## config.mk

```make
export PLATFORM = sky130hd
export DESIGN_NAME = lisa_qspi_arb
export DESIGN_NICKNAME = d
export VERILOG_FILES = /design/src/rtl/lisa_qspi_arb.sv
export SDC_FILE = /design/constraint.sdc
export NUM_CORES = 1
export LEC_CHECK = 0
export CORE_MARGIN = 4
export CORE_UTILIZATION = 26
export CTS_BUF_LIST = sky130_fd_sc_hd__clkbuf_4 sky130_fd_sc_hd__clkbuf_8
export CTS_CLUSTER_DIAMETER = 60
export CTS_CLUSTER_SIZE = 14
export DETAILED_ROUTE_END_ITERATION = 10
export DONT_BUFFER_PORTS = 1
export GPL_TIMING_DRIVEN = 0
export PLACE_DENSITY_LB_ADDON = 0.1
export SLEW_MARGIN = 10
export SYNTH_ARGS = -nofsm -noshare
export SYNTH_HDL_FRONTEND = slang
export SYNTH_SLANG_ARGS = --single-unit
```

## constraint.sdc

```tcl
create_clock -name clk -period 2 [get_ports clk]
set_input_delay 0.2 -clock clk [delete_from_list [all_inputs] [get_ports clk]]
set_output_delay 0.2 -clock clk [all_outputs]
set_load 0.02 [all_outputs]
```

## src/rtl/lisa_qspi_arb.sv

```systemverilog
// lisa_qspi_arb: shares one QSPI serializer between fetch (port 0) and data (port 1).
// Optional WAIT-state timeout with abort/err is built when LISA_QSPI_ARB_TIMEOUT_EN is defined.
module lisa_qspi_arb #(
  parameter int AW           = 24,
  parameter int DW           = 16,
  parameter int STARVE_LIMIT = 3,
  parameter int TIMEOUT_CYC  = 1023
) (
  input  logic          clk,
  input  logic          rst_n,
  input  logic          p0_req,
  input  logic          p0_we,
  input  logic          p0_ce_sel,
  input  logic [AW-1:0] p0_addr,
  input  logic [DW-1:0] p0_wdata,
  output logic [DW-1:0] p0_rdata,
  output logic          p0_ack,
  output logic          p0_err,
  input  logic          p1_req,
  input  logic          p1_we,
  input  logic          p1_ce_sel,
  input  logic [AW-1:0] p1_addr,
  input  logic [DW-1:0] p1_wdata,
  output logic [DW-1:0] p1_rdata,
  output logic          p1_ack,
  output logic          p1_err,
  output logic          q_start,
  output logic          q_we,
  output logic          q_ce_sel,
  output logic [AW-1:0] q_addr,
  output logic [DW-1:0] q_wdata,
  input  logic [DW-1:0] q_rdata,
  input  logic          q_done,
  output logic          q_abort,
  output logic [1:0]    gnt
);

  localparam int SW = (STARVE_LIMIT > 0) ? $clog2(STARVE_LIMIT + 1) : 1;
  localparam logic [SW-1:0] STARVE_MAX = SW'(STARVE_LIMIT);

  typedef enum logic [1:0] {IDLE, ISSUE, WAIT, ACK} state_t;

  state_t        state_reg, state_next;
  logic [SW-1:0] starve_reg;
  logic          err_reg;
  logic          grant0, grant1, capture, expire;

  always_comb begin
    state_next = state_reg;
    grant0     = 1'b0;
    grant1     = 1'b0;
    capture    = 1'b0;
    q_start    = 1'b0;
    p0_ack     = 1'b0;
    p1_ack     = 1'b0;
    case (state_reg)
      IDLE: begin
        // Data port wins ties until fetch has been passed over STARVE_LIMIT times.
        if (p0_req && (!p1_req || (STARVE_LIMIT != 0 && starve_reg == STARVE_MAX))) begin
          grant0     = 1'b1;
          state_next = ISSUE;
        end else if (p1_req) begin
          grant1     = 1'b1;
          state_next = ISSUE;
        end
      end
      ISSUE: begin
        q_start    = 1'b1;
        state_next = WAIT;
      end
      WAIT: begin
        if (q_done) begin
          capture    = 1'b1;
          state_next = ACK;
        end else if (expire) begin
          state_next = ACK;
        end
      end
      ACK: begin
        p0_ack     = gnt[0];
        p1_ack     = gnt[1];
        state_next = IDLE;
      end
      default: state_next = IDLE;
    endcase
  end

  always_ff @(posedge clk or negedge rst_n) begin
    if (!rst_n) begin
      state_reg  <= IDLE;
      gnt        <= 2'b00;
      q_we       <= 1'b0;
      q_ce_sel   <= 1'b0;
      q_addr     <= '0;
      q_wdata    <= '0;
      starve_reg <= '0;
      p0_rdata   <= '0;
      p1_rdata   <= '0;
    end else begin
      state_reg <= state_next;
      if (grant0 || grant1) begin
        gnt      <= {grant1, grant0};
        q_we     <= grant0 ? p0_we     : p1_we;
        q_ce_sel <= grant0 ? p0_ce_sel : p1_ce_sel;
        q_addr   <= grant0 ? p0_addr   : p1_addr;
        q_wdata  <= grant0 ? p0_wdata  : p1_wdata;
      end else if (state_reg == ACK) begin
        gnt <= 2'b00;
      end
      if (grant0) begin
        starve_reg <= '0;
      end else if (grant1 && p0_req && starve_reg != STARVE_MAX) begin
        starve_reg <= starve_reg + 1'b1;
      end
      // Writes complete without touching the requester's read data.
      if (capture && !q_we) begin
        if (gnt[0]) p0_rdata <= q_rdata;
        if (gnt[1]) p1_rdata <= q_rdata;
      end
    end
  end

`ifdef LISA_QSPI_ARB_TIMEOUT_EN
  localparam int TW = $clog2(TIMEOUT_CYC + 1);
  localparam logic [TW-1:0] TO_LAST = TW'(TIMEOUT_CYC - 1);

  logic [TW-1:0] wait_cnt_reg;

  // Counter sits at 0 outside WAIT, so it restarts on every WAIT entry.
  always_ff @(posedge clk or negedge rst_n) begin
    if (!rst_n) begin
      wait_cnt_reg <= '0;
      err_reg      <= 1'b0;
    end else begin
      if (state_reg == WAIT) wait_cnt_reg <= wait_cnt_reg + 1'b1;
      else                   wait_cnt_reg <= '0;
      if (state_reg == WAIT) err_reg <= expire && !q_done;
    end
  end

  assign expire  = (state_reg == WAIT) && (wait_cnt_reg == TO_LAST);
  assign q_abort = expire && !q_done;
`else
  assign expire  = 1'b0;
  assign q_abort = 1'b0;
  assign err_reg = 1'b0;
`endif

  assign p0_err = p0_ack & err_reg;
  assign p1_err = p1_ack & err_reg;

endmodule

```

### Yosys cells after proc, flatten, opt, wreduce, memory -nomap -nowiden

Index checks and enable logic that the tools add are counted.

| word-level totals | value |
|---|---|
| register bits after elaboration | 80 |
| input port bits | 105 |
| output and inout port bits | 82 |
| word-level logic and storage cells | 53 |

| cells by class | value |
|---|---|
| add/subtract/negate cells | 1 |
| eq/ne operators | 7 |
| mux-type cells | 22 |
| reduce and logical (&&, ||, !) cells | 14 |

Operators by type and width:

| kind | count |
|---|---|
| 2-to-1 mux 24 bit | 1 |
| 2-to-1 mux 16 bit | 1 |
| 2-to-1 mux 2 bit | 7 |
| 2-to-1 mux 1 bit | 12 |
| one-hot mux 2 bit (4 select lines) | 1 |
| == test 2 bit, second input constant | 3 |
| AND reduction 2 bit | 3 |
| logical AND 1 bit | 4 |
| inequality test 2 bit, second input constant | 2 |
| nonzero test 2 bit | 2 |
| inequality test 3 bit, second input constant | 1 |
| adder 2 x 1 -> 2 bit, second input constant | 1 |
| == test 2 x 1 -> 1 bit, second input constant | 1 |
| zero test 1 bit | 2 |
| zero test 2 bit | 1 |
| logical OR 1 bit | 2 |

### Logic depth before layout (Yosys ltp)

Gate-level depths: netlist of the first run.

| logic depth | value |
|---|---|
| depth after elaboration | 9 |
| depth in mapped cells | 7 |
| mapped depth without buffers | 5 |

### Least setup slack after synthesis of the first run

No wires, ideal clock.

| timing | value |
|---|---|
| path type | flip-flop to flip-flop |
| start point | register state_reg[0] |
| end point | register p0_rdata[10] |
| library setup time | 0.125 ns |
| data arrival time | 1.478 ns |
| required time | 1.875 ns |
| slack | 0.397 ns |
| cell stages (with the launch flop) | 7 |
| period minus slack after synthesis | 1.603 ns |
| cell sequence | dfrtp_1 > inv_1 > ha_1 > and3b_2 > nand2_4 > buf_6 > mux2_4 |

| between the ends | value |
|---|---|
| longest elaborated chain between the ends | 4 |

Ends and longest elaborated chain:

| what | line | RTL |
|---|---|---|
| start, declared | 43 | `state_t state_reg, state_next;` |
| start signal, assigned | 100 | `state_reg <= state_next;` |
| == test 2 bit | 56 | `case (state_reg)` |
| 2-to-1 mux 1 bit | 56 |  |
| logical AND 1 bit | 116 | `if (capture && !q_we) begin` |
| AND reduction 2 bit (no source line) | - |  |
| end signal, assigned | 117 | `if (gnt[0]) p0_rdata <= q_rdata;` |
| end, declared | 16 | `output logic [DW-1:0] p0_rdata,` |

Every way passes these cells.
A chain may end at the register's enable or synchronous reset.

### Worst setup path after layout of the first run

| timing | value |
|---|---|
| start point | register state_reg[0] |
| end point | register p0_rdata[8] |

The elaborated chain is that of the path after synthesis.

==> metrics, run 1 <==
Starting Density between 20% and 30%; EDFF count, synth 0; WS Path Type reg -> reg; final setup vio count 0; FILL cells between 1500 and 2000; remaining global-route overflow 0; Period minus WS final about 1.8 ns; # DRC 0; status complete, but fails checks; Final Core Density a little over 30%; critical path's largest stage delay ~0.4 ns; Hold Fails Final Rpt 80; critical path, cell by cell inv_1, ha_1, and3b_2, nand2_4, buf_6, mux2_4; unrepaired setup endpoints after global routing false; crit path buf inv count 2; sequential share of the synthesized area between 40% and 50%; Starting DRT DRC Count between 100 and 150; smallest hold slack -0.463 ns; Hold-fix buffers, CTS 17; CTS root buffer clkbuf_8; Synth area leaders dfrtp_1 (48%), o31ai_2 (9.9%), mux2_4 (7.2%); setup tns final 0 ns; most flop-heavy register q_addr; Cells after Synth between 300 and 400; YS warnings 0; Req. time, crit path ~2.2 ns; RR Startpoint state_reg[0]$_DFFE_PN0P_; static leakage 0.00209 uW; top_reg_cell synth dfrtp_1; GR peak layer met2; Post-synth top cells dfrtp_1 (80), nand2_1 (45), a21oi_1 (43); Post-CTS Resized 0; most common cell in the netlist dfrtp_1; share of the synthesized area in the top cell type 47.9%; max reg flops 24; nets about 500; clock-pin slew on the worst setup and hold paths approximately 0.08 ns; CTS tree built; Pre-antenna DRT Iters 4; worst ir drop on vdd between 300 and 400 uV; Startpoint Class register; syn avg cell area ~12 um^2; P&R area growth vs syn 14.7%; Post-Route WL ~12000 um; DIE AREA ~0.018 mm^2; Final Wtd Congestion between 0.6 and 0.7; core outline area approximately 0.016 mm^2; ys async rst share 100%; H-tree levels 3; final setup margin about 0.21 ns; Syn Std Cell Area approximately 0.0042 mm^2; Max Freq 0.559 GHz; routed via count between 2000 and 3000; Antenna Nets Post-Route 0; CP top delay family flip-flops; port bufs 0; Worst setup EP type register; met2 Resource Use GR slightly above 20%; Tot GR Track Use between 10% and 20%; cts bufs inserted 9; Critical Path Start state_reg[0]$_DFFE_PN0P_; Crit Path Max Fanout 10; die width between 100 and 150 um; dpl ws roughly 0.21 ns; grt met3 use approximately 5.5%; Yosys cell types 29; drt wl/cell 20.9 um; Max-Cap Viols 0; Hold Path Class in -> async; vias in the first global route roughly 3100; initial antenna violation count 0; post-route cell area around 0.0048 mm^2; final max-slew violation count 0; skew final roughly 0.0063 ns; io pins 187; period utilisation layout between 80% and 90%; failing checks negative hold slack; Clock Sinks 80; CTS Buffer Depth 2; fraction of layout cells with a size suffix above 1 around 34%; FF+latch count, synth 80; Arrival @ worst endpoint ~2.0 ns; largest net degree at the start of global routing 81; row count 46; drt via density roughly 4.8; first-pass GRT wire length around 19000 um; HPWL reported at the end of detailed placement 8780 um; Die H 135 um; met1 Usage GRT between 10% and 20%; ANT cells 0; Clock Latency Late Sink roughly 0.35 ns; DP Area 0.00446 mm^2; Synth area leader dfrtp_1; power per cell area between 1500 and 2000 mW/mm^2; slowest CP cell dfrtp_1
path summary, 6_finish.rpt:
kind	to	slack, ns	cells after the start
min reg2reg	starve_reg[0]$_DFFE_PN0P_	0.49	1
max in group asynchronous	p1_rdata[0]$_DFFE_PN0P_	2.34	0
max	p0_rdata[8]$_DFFE_PN0P_	0.21	6
min	p0_rdata[10]$_DFFE_PN0P_	-0.46	0
min in group clk	q_addr[15]$_DFFE_PN0P_	0.05	2
max reg2reg	p0_rdata[8]$_DFFE_PN0P_	0.21	6
repair_timing:
item | CTS | global route
hold endpoints to repair | 113 | 80
setup endpoints to repair | 0 | 0
setup buffers | 0 | 0
area by class of cell:
cell class              count  area, um^2  area share, %
repair buffers             17         170           3.55
clock buffers              13         160           3.34
plain buffers              34         250           5.22
well taps                 216         270           5.64
clock inverters             1        5.00          0.104
multi-input cells         231        1920           40.0
flip-flops and latches     80        2000           41.8
inverters                   5        18.8          0.392
cell families (layout without fill, tap and decap cells):
kind of cell | after synthesis | count (layout) | share of synthesized area [%]
other | 1 | 3 | 0.0897
AO/OA/AOI/OAI | 90 | 90 | 17.6
adder cells (fa/ha/maj) | 6 | 6 | 1.80
flip-flops | 80 | 80 | 47.9
multiplexers | 34 | 34 | 10.9
AND/OR/NAND/NOR | 98 | 98 | 15.3
buffers and inverters | 39 | 70 | 6.44
routing by layer:
| metal | share of wire [%] | vias up |
|---|---|---|
| met4 | 1.4 | 0 |
| met2 | 45 | 134 |
| met5 | 0 | - |
| met3 | 9.6 | 12 |
| li1 | - | 1292 |
| met1 | 44 | 1402 |
report_power, final:
part / internal, uW / switching (uW) / total (uW)
logic: 1170 / 1150 / 2310
registers: 2390 / 1540 / 3930
clock network: 513 / 593 / 1110
layout by cell type (no fill, tap or decap), drive strengths merged, types with 5 or more instances in the layout:
cell type	count
dfrtp	80
nand2	47
a21oi	43
nor3b	43
o31ai	42
mux2	33
buf	30
dlygate4sd3	17
clkbuf	17
ha	6
inv	5
through the flow:
step,cells,total power (uW)
global route,597,7880
global placement,566,6280
floorplan,350,5650
finish,597,7350
detailed placement,566,6320
CTS,597,7510
Power figures use the tool's default switching activity.
==> run 2: changes to the inputs <==
==> constraint.sdc (replaced) <==
create_clock -name clk -period 1.5 [get_ports clk]
set_input_delay 0.15 -clock clk [delete_from_list [all_inputs] [get_ports clk]]
set_output_delay 0.15 -clock clk [all_outputs]
set_load 0.02 [all_outputs]
==> run 2 against run 1 <==
- the flow finishes with violations (negative hold slack, negative setup slack)
- maximum frequency rose by 10%
- die area did not move
- cell area rose by 40%
- critical path depth rose by 2
- combinational power rose by 120%
- core utilization rose by 12 points
- clock power rose by 45%
- largest power group unchanged
- highest routed layer unchanged
==> metrics, run 2 (synthesis gave the netlist of run 1 again) <==
Tot GR Track Use 14.8% (+1.0 points); WS Path Type reg -> reg; R2R cell count 8 (+2); power per cell area 1780 mW/mm^2 (+16%); critical path's largest stage delay 0.40 ns (about the same); Req. time, crit path 1.77 ns (-0.47 ns); unrepaired setup endpoints after global routing true; R2R Path End q_wdata[8]$_DFFE_PN0P_; P&R area growth vs syn 60.7%; Startpoint Class register; CTS root buffer clkbuf_8; Max Freq 0.617 GHz (+10%); Die H 135 um (unchanged); Worst setup EP type register; DP Area 0.00448 mm^2 (+0.45%); Clock Latency Late Sink 0.36 ns (about the same); Post-Route WL 14000 um (+12%); status complete, but fails checks; io pins 187 (unchanged); clock-pin slew on the worst setup and hold paths 0.08 ns (about the same); Hold Fails Final Rpt 80 (unchanged); first-pass GRT wire length 20500 um (+7.7%); skew final 0.00991 ns (+0.00362 ns); CTS tree built; static leakage 0.00283 uW (+35%); crit-path most repeated cell buf_12; remaining global-route overflow 0 (unchanged); Crit Path Max Fanout 5 (-5); die width 135 um (unchanged); # DRC 0 (unchanged); critical path, cell by cell inv_2, ha_4, and2_4, buf_12, buf_12, buf_12, a21oi_4, o31ai_2; largest net degree at the start of global routing 81 (unchanged); Clock Sinks 80 (unchanged); Hold Path Class in -> async; port bufs 0 (unchanged); most common cell after layout, fill and taps aside dfrtp_1; final setup vio count 72 (+72); most flop-heavy register q_addr; ANT cells 0 (unchanged); smallest hold slack -0.526 ns (-0.0623 ns); vias in the first global route 3497 (+14%); H-tree levels 3 (unchanged); worst ir drop on vdd 655 uV (+67%); DIE AREA 0.0182 mm^2 (unchanged); Max-Cap Viols 0 (unchanged); Starting DRT DRC Count 84 (-25%); initial antenna violation count 0 (unchanged); drt via density 4.73 (-0.56%); final max-slew violation count 0 (unchanged); Pre-antenna DRT Iters 4 (unchanged); HPWL reported at the end of detailed placement 8830 um (+0.55%); period utilisation layout 108% (+19 points); failing checks negative hold slack, negative setup slack; Starting Density 26.4% (unchanged); nets 585 (+20%); Period minus WS final 1.62 ns (-0.168 ns); CTS Buffer Depth 2 (unchanged); Finished Layout Cells 694 (+16%); fraction of layout cells with a size suffix above 1 54.2% (+20 points); slowest CP cell dfrtp_1; dpl ws -0.255 ns (-0.467 ns); drt wl/cell 20.2 um (-3.5%); cts bufs inserted 9 (unchanged); RR Startpoint state_reg[0]$_DFFE_PN0P_; Final Wtd Congestion 0.726 (+4.9%); Antenna Nets Post-Route 0 (unchanged); R2R Setup Slk -0.12 ns (-0.33 ns); core outline area 0.0158 mm^2 (unchanged); post-route cell area 0.00672 mm^2 (+40%); final setup margin -0.121 ns (-0.332 ns); routed via count 3283 (+16%); max reg flops 24 (unchanged); placed cells 566 (unchanged); row count 46 (unchanged); most frequent cells in the layout dfrtp_1 (78), dlygate4sd3_1 (75), o31ai_2 (35), nor3b_2 (31), nand2_1 (27); Arrival @ worst endpoint 1.89 ns (-0.14 ns)
run 2: cell count changes in the layout (fill, tap and decap cells not counted), moves of 10 or more:
cell and change:
a21oi_1 -33, a21oi_2 +19, a21oi_4 +14, buf_12 +14
buf_2 -12, dlygate4sd3_1 +58, nand2_1 -18, nand2_2 +10
nor3b_1 -23, nor3b_2 +17
run 2: layer usage:
metal,global-route usage (%),share of wire [%],vias to the layer above
li1,-,-,1487
met1,18.7,42,1633
met2,23.4,47,141
met3,5.07,8.7,22
met4,5.37,2.1,0
met5,0,0,-
run 2: what timing repair did:
action | in CTS | in global routing
pin swaps | 27 | 31
setup buffers | 13 | 14
cloned | 3 | 9
endpoints found under the hold margin | 155 | 84
setup endpoints to repair | 81 | 82
hold buffers | 71 | 4
gates resized for setup | 78 | 117
run 2: worst max path at each step:
stage                                          from                        to  slack, ns  depth (start not counted)
after global placement     state_reg[1]$_DFFE_PN0P_  state_reg[1]$_DFFE_PN0P_      -0.23                          5
after detailed placement   state_reg[1]$_DFFE_PN0P_    q_wdata[7]$_DFFE_PN0P_      -0.26                          7
after global routing      starve_reg[0]$_DFFE_PN0P_    q_wdata[8]$_DFFE_PN0P_      -0.18                          6
final                      state_reg[0]$_DFFE_PN0P_    q_wdata[8]$_DFFE_PN0P_      -0.12                          8
after CTS                  state_reg[0]$_DFFE_PN0P_  p0_rdata[10]$_DFFE_PN0P_      -0.15                          6
after floorplan            state_reg[0]$_DFFE_PN0P_  p0_rdata[10]$_DFFE_PN0P_      -0.01                          6
run 2: cell type report:
class                           instances  area, um^2
Inverter                                5        18.8
Sequential cell                        80        2000
Buffer                                 34         433
Clock inverter                          2        12.5
Multi-Input combinational cell        231        2480
Timing Repair Buffer                  113        1330
Clock buffer                           13         179
Tap cell                              216         270
Fill cell                            1474        9110
run 2: worst max-delay path: cells and delay by family, from the launching register on:
family / cells / cell delay, ns
and+or+nand+nor: 1 / 0.18
DFF: 1 / 0.40
AOI/OAI and AO/OA: 2 / 0.27
buffers and inverters: 4 / 0.49
adders and majority gates: 1 / 0.18
run 2: metrics by stage:
stage	util (%)	hold slack [ns]	total power (uW)	setup TNS (ns)
final	42.5	-0.526	12000	-3.01
after global placement	28.3	-0.143	8390	-10.53
after CTS	37.2	-0.560	10900	-3.72
after detailed placement	28.3	-0.143	8460	-12.31
after floorplan	-	-0.146	7560	-0.281
after global routing	42.5	-0.559	12700	-7.56
run 2: where the power goes:
group          switching, uW  internal (uW)
clock                    833            773
sequential              2140           3190
combinational           2170           2860
